**src/rtl/noise_gate_expander_if.sv**
```systemverilog
// Audio sample stream for the noise gate: input strobe and sample in, gated sample and strobe out.
interface noise_gate_expander_if;
    logic               sample_valid;
    logic signed [23:0] audio_in;
    logic               out_valid;
    logic signed [23:0] audio_out;

    modport master (output sample_valid, output audio_in, input out_valid, input audio_out);
    modport slave  (input sample_valid, input audio_in, output out_valid, output audio_out);
endinterface

```
**src/rtl/noise_gate_expander.sv**
```systemverilog
// Downward expander / noise gate: peak envelope, hysteretic gate FSM with hold, ramped Q1.15 gain.
// Optional GATE_LOOKAHEAD_EN delays the gained audio by LOOKAHEAD strobes so the gate opens ahead of transients.
module noise_gate_expander #(
    parameter int DECAY_SHIFT = 6,
    parameter int LOOKAHEAD   = 4
) (
    input  logic                  clk,
    input  logic                  rst_n,
    input  logic                  enable,
    noise_gate_expander_if.slave  aif,
    input  logic [23:0]           open_threshold,
    input  logic [23:0]           close_threshold,
    input  logic [15:0]           hold_samples,
    input  logic [15:0]           attack_step,
    input  logic [15:0]           release_step,
    input  logic [15:0]           floor_gain,
    output logic [2:0]            gate_state,
    output logic                  gate_open
);
    localparam int DATA_W = 24;
    localparam int COEF_W = 16;
    localparam logic [COEF_W:0] UNITY = 17'h08000;

    if (LOOKAHEAD < 1 || LOOKAHEAD > 16) begin : g_bad_lookahead
        $error("LOOKAHEAD must be in 1..16");
    end

    typedef enum logic [2:0] {
        ST_CLOSED  = 3'd0,
        ST_ATTACK  = 3'd1,
        ST_OPEN    = 3'd2,
        ST_HOLD    = 3'd3,
        ST_RELEASE = 3'd4
    } state_e;

    function automatic logic [DATA_W-1:0] abs_sat(input logic signed [DATA_W-1:0] x);
        if (x == 24'sh800000)
            abs_sat = 24'h7FFFFF;
        else if (x[DATA_W-1])
            abs_sat = $unsigned(-x);
        else
            abs_sat = $unsigned(x);
    endfunction

    function automatic logic signed [DATA_W-1:0] sat24(input logic signed [41:0] x);
        if (x > 42'sh7FFFFF)
            sat24 = 24'sh7FFFFF;
        else if (x < -42'sh800000)
            sat24 = 24'sh800000;
        else
            sat24 = x[DATA_W-1:0];
    endfunction

    function automatic logic signed [DATA_W-1:0] apply_gain(input logic signed [DATA_W-1:0] s,
                                                            input logic [COEF_W:0] g);
        logic signed [41:0] prod;
        prod = 42'(s) * 42'($signed({1'b0, g}));
        apply_gain = sat24(prod >>> 15);
    endfunction

    logic [DATA_W-1:0]        env_q, env_d;
    logic [COEF_W:0]          gain_q, gain_d;
    state_e                   state_q, state_d;
    logic [15:0]              cnt_q, cnt_d;
    logic signed [DATA_W-1:0] audio_out_q, audio_out_d;
    logic                     out_valid_q, out_valid_d;
    logic                     gate_open_q, gate_open_d;

    logic [DATA_W-1:0]        in_abs, env_decay, env_nx;
    logic [COEF_W:0]          floor_c, gain_up, gain_dn, gain_rise, gain_fall;
    logic signed [DATA_W-1:0] gain_src;

`ifdef GATE_LOOKAHEAD_EN
    localparam int PW = (LOOKAHEAD > 1) ? $clog2(LOOKAHEAD) : 1;
    logic signed [DATA_W-1:0] dly_q [LOOKAHEAD];
    logic [PW-1:0]            ptr_q, ptr_d;

    // The slot at the write pointer holds the sample from LOOKAHEAD strobes ago.
    assign gain_src = dly_q[ptr_q];
    assign ptr_d    = !aif.sample_valid ? ptr_q :
                      (ptr_q == PW'(LOOKAHEAD - 1)) ? '0 : ptr_q + 1'b1;

    always_ff @(posedge clk) begin
        if (!rst_n) begin
            for (int i = 0; i < LOOKAHEAD; i++) dly_q[i] <= '0;
            ptr_q <= '0;
        end else begin
            if (aif.sample_valid) dly_q[ptr_q] <= aif.audio_in;
            ptr_q <= ptr_d;
        end
    end
`else
    assign gain_src = aif.audio_in;
`endif

    assign in_abs    = abs_sat(aif.audio_in);
    assign env_decay = env_q - (env_q >> DECAY_SHIFT);
    assign env_nx    = (in_abs > env_decay) ? in_abs : env_decay;
    assign floor_c   = (floor_gain > 16'h8000) ? UNITY : {1'b0, floor_gain};

    // 17 bits cover 0x8000 + 0xFFFF; the fall path clamps at zero before the floor.
    assign gain_up   = gain_q + {1'b0, attack_step};
    assign gain_rise = (gain_up >= UNITY) ? UNITY : gain_up;
    assign gain_dn   = ({1'b0, release_step} >= gain_q) ? '0 : gain_q - {1'b0, release_step};
    assign gain_fall = (gain_dn < floor_c) ? floor_c : gain_dn;

    always_comb begin
        env_d       = env_q;
        gain_d      = gain_q;
        state_d     = state_q;
        cnt_d       = cnt_q;
        audio_out_d = audio_out_q;
        out_valid_d = aif.sample_valid;
        gate_open_d = gate_open_q;
        if (aif.sample_valid) begin
            env_d = env_nx;
            if (!enable) begin
                state_d = ST_OPEN;
                gain_d  = UNITY;
            end else begin
                case (state_q)
                    ST_CLOSED: begin
                        gain_d = floor_c;
                        if (env_nx >= open_threshold) state_d = ST_ATTACK;
                    end
                    ST_ATTACK: begin
                        gain_d = gain_rise;
                        if (gain_rise == UNITY) state_d = ST_OPEN;
                    end
                    ST_OPEN: begin
                        gain_d = UNITY;
                        if (env_nx < close_threshold) begin
                            state_d = ST_HOLD;
                            cnt_d   = hold_samples;
                        end
                    end
                    ST_HOLD: begin
                        if (env_nx >= open_threshold) state_d = ST_OPEN;
                        else if (cnt_q == 16'd0)      state_d = ST_RELEASE;
                        else                          cnt_d   = cnt_q - 16'd1;
                    end
                    ST_RELEASE: begin
                        // A re-trigger keeps the current gain so the attack resumes from it.
                        if (env_nx >= open_threshold) begin
                            state_d = ST_ATTACK;
                        end else begin
                            gain_d = gain_fall;
                            if (gain_fall == floor_c) state_d = ST_CLOSED;
                        end
                    end
                    default: begin
                        state_d = ST_OPEN;
                        gain_d  = UNITY;
                    end
                endcase
            end
            gate_open_d = (state_d == ST_ATTACK) || (state_d == ST_OPEN) || (state_d == ST_HOLD);
            audio_out_d = enable ? apply_gain(gain_src, gain_d) : aif.audio_in;
        end
    end

    always_ff @(posedge clk) begin
        if (!rst_n) begin
            env_q       <= '0;
            gain_q      <= UNITY;
            state_q     <= ST_OPEN;
            cnt_q       <= '0;
            audio_out_q <= '0;
            out_valid_q <= 1'b0;
            gate_open_q <= 1'b1;
        end else begin
            env_q       <= env_d;
            gain_q      <= gain_d;
            state_q     <= state_d;
            cnt_q       <= cnt_d;
            audio_out_q <= audio_out_d;
            out_valid_q <= out_valid_d;
            gate_open_q <= gate_open_d;
        end
    end

    assign aif.audio_out = audio_out_q;
    assign aif.out_valid = out_valid_q;
    assign gate_state    = state_q;
    assign gate_open     = gate_open_q;
endmodule

```
**src/flat_wrapper.sv**
```systemverilog
// flat-port wrapper written by rule: the top's interface ports become plain ports
module noise_gate_expander_flat 
#(
    parameter int DECAY_SHIFT = 6,
    parameter int LOOKAHEAD   = 4
)
  (clk, rst_n, enable, open_threshold, close_threshold, hold_samples, attack_step, release_step, floor_gain, gate_state, gate_open, aif_sample_valid, aif_audio_in, aif_out_valid, aif_audio_out);
  noise_gate_expander_if aif_i ();
  input  logic clk;
  input  logic rst_n;
  input  logic enable;
  input  logic [23:0] open_threshold;
  input  logic [23:0] close_threshold;
  input  logic [15:0] hold_samples;
  input  logic [15:0] attack_step;
  input  logic [15:0] release_step;
  input  logic [15:0] floor_gain;
  output logic [2:0] gate_state;
  output logic gate_open;
  input wire logic [$bits(aif_i.sample_valid)-1:0] aif_sample_valid;
  input wire logic [$bits(aif_i.audio_in)-1:0] aif_audio_in;
  output wire logic [$bits(aif_i.out_valid)-1:0] aif_out_valid;
  output wire logic [$bits(aif_i.audio_out)-1:0] aif_audio_out;
  assign aif_i.sample_valid = aif_sample_valid;
  assign aif_i.audio_in = aif_audio_in;
  assign aif_out_valid = aif_i.out_valid;
  assign aif_audio_out = aif_i.audio_out;
  noise_gate_expander #(.DECAY_SHIFT(DECAY_SHIFT), .LOOKAHEAD(LOOKAHEAD)) u_core (.clk(clk), .rst_n(rst_n), .enable(enable), .aif(aif_i), .open_threshold(open_threshold), .close_threshold(close_threshold), .hold_samples(hold_samples), .attack_step(attack_step), .release_step(release_step), .floor_gain(floor_gain), .gate_state(gate_state), .gate_open(gate_open));
endmodule
```
**config.mk**
```make
export PLATFORM = sky130hd
export DESIGN_NAME = noise_gate_expander_flat
export DESIGN_NICKNAME = d
export VERILOG_FILES = /design/src/rtl/noise_gate_expander_if.sv /design/src/rtl/noise_gate_expander.sv /design/src/flat_wrapper.sv
export SDC_FILE = /design/constraint.sdc
export NUM_CORES = 2
export LEC_CHECK = 0
export BUFFER_PORTS_ARGS = -buffer_cell sky130_fd_sc_hd__buf_2
export CORE_MARGIN = 2
export CORE_UTILIZATION = 30
export CTS_CLUSTER_SIZE = 24
export DETAILED_ROUTE_END_ITERATION = 12
export GPL_ROUTABILITY_DRIVEN = 0
export PLACE_DENSITY = 0.56
export REMOVE_ABC_BUFFERS = 1
export SYNTH_ARGS = -nofsm -noshare
export SYNTH_HDL_FRONTEND = slang
export SYNTH_SLANG_ARGS = --single-unit
export TNS_END_PERCENT = 30
```
**constraint.sdc**
```tcl
create_clock -name clk -period 25.5 [get_ports clk]
set_input_delay 3.825 -clock clk [delete_from_list [all_inputs] [get_ports clk]]
set_output_delay 3.825 -clock clk [all_outputs]
set_load 0.01 [all_outputs]
```
==> metrics.log <==
INFO  metric final-max-slew-violation-count = 0
INFO  metric number_of_global_route_vias_before_repair = 22220
INFO  metric synthCells = 3180
INFO  metric max_slew.worst_pin.slew = 1.220 ns
INFO  metric layout-area-overhead-vs-synth = 8.513%
INFO  metric core_area = 84880 um^2
INFO  metric wl = 81.59 mm
INFO  metric number_of_iterations_in_the_first_detailed_routing_pass = 5
INFO  metric initial_utilization = 30.13%
INFO  metric cp.required = 25.82 ns
INFO  metric hold_depth = 2
INFO  metric tritoncts.num_buffers = 9
INFO  metric worst_clock_skew = 0.01834 ns
INFO  metric pin_count_of_the_biggest_net_entering_global_routing = 41
INFO  metric detailed_route_via_count = 22110
INFO  metric remaining_drc_errors = 0
INFO  metric period_needed = 19.50 ns
INFO  metric fp.dieW = 296.0 um
INFO  metric postSynthAreaPerCell = 8.042 um^2
INFO  metric power_per_cell_area = 67.74 nW/um^2
INFO  metric grt.total_usage = 18.79%
INFO  metric cts_max_path_buffers = 2
INFO  metric r2r_slack = 8.72 ns
INFO  metric cp_max_fo = 38
INFO  metric slew-limit-headroom = 18.46%
INFO  metric pin_count = 169
INFO  metric final_min_period_over_clock_period = 76.46%
INFO  metric post_cts.repair.setup_buffers = 0
INFO  metric grt_setup_unrepaired = false
INFO  metric endpoint_type_of_the_worst_setup_path = flop
INFO  metric worst_r2r_path_depth = 50
INFO  metric min_from = u_core.aif.audio_out[23]
INFO  metric critPathMostFrequentCell = fa_1
INFO  metric timing.hold.worst.class = reg2reg
INFO  metric synth.most_common_cell = inv_1
INFO  metric critical-path-max-stage-delay = 0.89 ns
INFO  metric ys_ff_latch = 86
INFO  metric hold_path_end = u_core.aif.audio_out[23]
INFO  metric syn-cell-area = 25570 um^2
INFO  metric ys.warnings.count = 0
INFO  metric synth_top_area_share = 31.47%
INFO  metric critPathKind = in2reg
INFO  metric post_drt_via_cell_ratio = 5.040
INFO  metric synth_largest_area_cell = fa_1
INFO  metric cts_tree = done
INFO  metric route.antenna.remaining_nets = 0
INFO  metric critical_path.reg2reg.startpoint = u_core.env_q[7]
INFO  metric setup_viol = 0
INFO  metric hpwl = 66.26 mm
INFO  metric timing.fmax = 51.29 MHz
INFO  metric root_cell_of_the_clock_tree = clkbuf_16
INFO  metric p_leak = 13.32 nW
INFO  metric clock_tree.htree_level_count = 3
INFO  metric tns = 0 ns
INFO  metric synth_ff_type = dfxtp_1
INFO  metric io_port_bufs = 168
INFO  metric antenna_found_initial = 5
INFO  metric ys_types = 114
INFO  metric clkTransAtPathRegs = 0.07 ns
INFO  metric synth_seq_area_share = 6.732%
INFO  metric global_route.overflow_total = 0
INFO  metric finalNonFillerCells = 4387
INFO  metric die_height = 296.0 um
INFO  metric synth_enable_flop_cells = 0
INFO  metric synth.area.top_cells = fa_1 31%, ha_1 12%, inv_1 8.7%
INFO  metric first_pass_grt_wire_length = 127.3 mm
INFO  metric drt_iter0_drc = 1531
INFO  metric std_cell_rows = 107
INFO  metric synth.cells.most_frequent = 594 x inv_1, 413 x nand2_1, 402 x fa_1
INFO  metric cpMaxStageDelayCell = o21ai_2
INFO  metric run_status = finished clean
INFO  metric postSynth.asyncResetShare = 0%
INFO  metric report.final.hold_viol_count = 0
INFO  metric die_area = 87600 um^2
INFO  metric holdBufCountCts = 0
INFO  metric fin_nets = 4017
INFO  metric clkLatencyLatePin = 0.39 ns
INFO  metric clock_sinks = 86
INFO  metric critPathArrivalTime = 19.81 ns
INFO  metric util_after_layout = 32.69%
INFO  metric maxCapViolCount = 0
INFO  metric antennaDiodeCount = 0
INFO  metric fin_hold_ws = 0.4375 ns
INFO  metric placed_cells = 4371
INFO  metric startpoint_type = primary input
INFO  metric cts.repair.resized = 0
INFO  metric worst_ir_drop_vdd = 94.83 uV
INFO  metric final_layout_size_suffix_gt1_share = 9.127%
INFO  metric r2r_end = u_core.aif.audio_out[1]
INFO  metric detail_route.wl_per_cell = 18.60 um
==> per-layer routing <==
metal | part of all wire [%] | global-route usage, % | up-vias
li1 | - | - | 10400
met1 | 44 | 25.44 | 10920
met2 | 47 | 31.04 | 659
met3 | 5.9 | 2.998 | 126
met4 | 2.7 | 5.051 | 4
met5 | 0.036 | 0 | -
==> cells by family after synthesis <==
kind of cell	count (synthesis)	share of synthesized area, %
mux	26	1.111
compound gates	585	15.60
fa+ha+maj	639	43.06
xor+xnor	94	3.273
buf+inv	744	11.35
flops	86	6.732
simple gates	1006	18.88
==> layout by cell type (no fill, tap or decap), drive strengths merged, types with 19 or more instances in the layout <==
cell type / count
a211oi: 27
a21o: 51
a21oi: 140
a31oi: 31
and2: 98
buf: 197
dfxtp: 86
fa: 402
ha: 237
inv: 597
nand2: 415
nand2b: 20
nand3: 44
nand4: 24
nor2: 195
nor2b: 59
nor3: 47
nor4: 19
o211ai: 24
o21a: 30
o21ai: 135
xnor2: 60
xor2: 33
==> registers in the layout (all words and copies together), names as in the netlist <==
name	count
u_core.cnt_q	16
u_core.aif.audio_out	24
u_core.env_q	24
u_core.gate_state	3
u_core.gate_open	1
u_core.gain_q	17
u_core.aif.out_valid	1
==> critical path: cells and delay by family <==
kind	cells	cell delay, ns
AND/OR/NAND/NOR	12	4.09
AO/OA/AOI/OAI	17	5.98
adder cells (fa/ha/maj)	10	4.39
XOR/XNOR	1	0.14
buffers and inverters	7	1.27
==> final cells by class <==
type	instances	area, um^2
Sequential cell	86	1722
Tap cell	1144	1431
Fill cell	9178	57130
Clock inverter	6	75.07
Inverter	594	2230
Clock buffer	10	239.0
Timing Repair Buffer	197	1059
Multi-Input combinational cell	2350	21000
==> per-stage QoR <==
step                      total power, W  setup slack [ns]  area (um^2)
after detailed placement        0.001716             5.920        27440
after global routing            0.002082             4.916        27750
after floorplan                 0.001299             8.042        24900
final                           0.001880             6.003        27750
after CTS                       0.001882             6.312        27750
after global placement          0.001711             6.031        27440
==> report_power, final <==
part	internal, W	total, W	switching [W]
clock	0.0000804	0.000153	0.0000727
combinational	0.000603	0.00153	0.000924
sequential	0.000167	0.000199	0.0000325
total	0.000850	0.00188	0.00103
==> worst max path at each step <==
stage	from	endpoint	slack [ns]	cells after the start
after detailed placement	aif_audio_in[0]	u_core.aif.audio_out[7]	5.92	52
after global routing	aif_audio_in[0]	u_core.aif.audio_out[22]	4.92	49
final	aif_audio_in[0]	u_core.aif.audio_out[1]	6.00	47
after CTS	aif_audio_in[0]	u_core.aif.audio_out[5]	6.31	52
after floorplan	aif_audio_in[17]	u_core.aif.audio_out[0]	8.04	46
after global placement	aif_audio_in[0]	u_core.aif.audio_out[0]	6.03	52
Note: power is estimated with default switching activity, not from simulation.
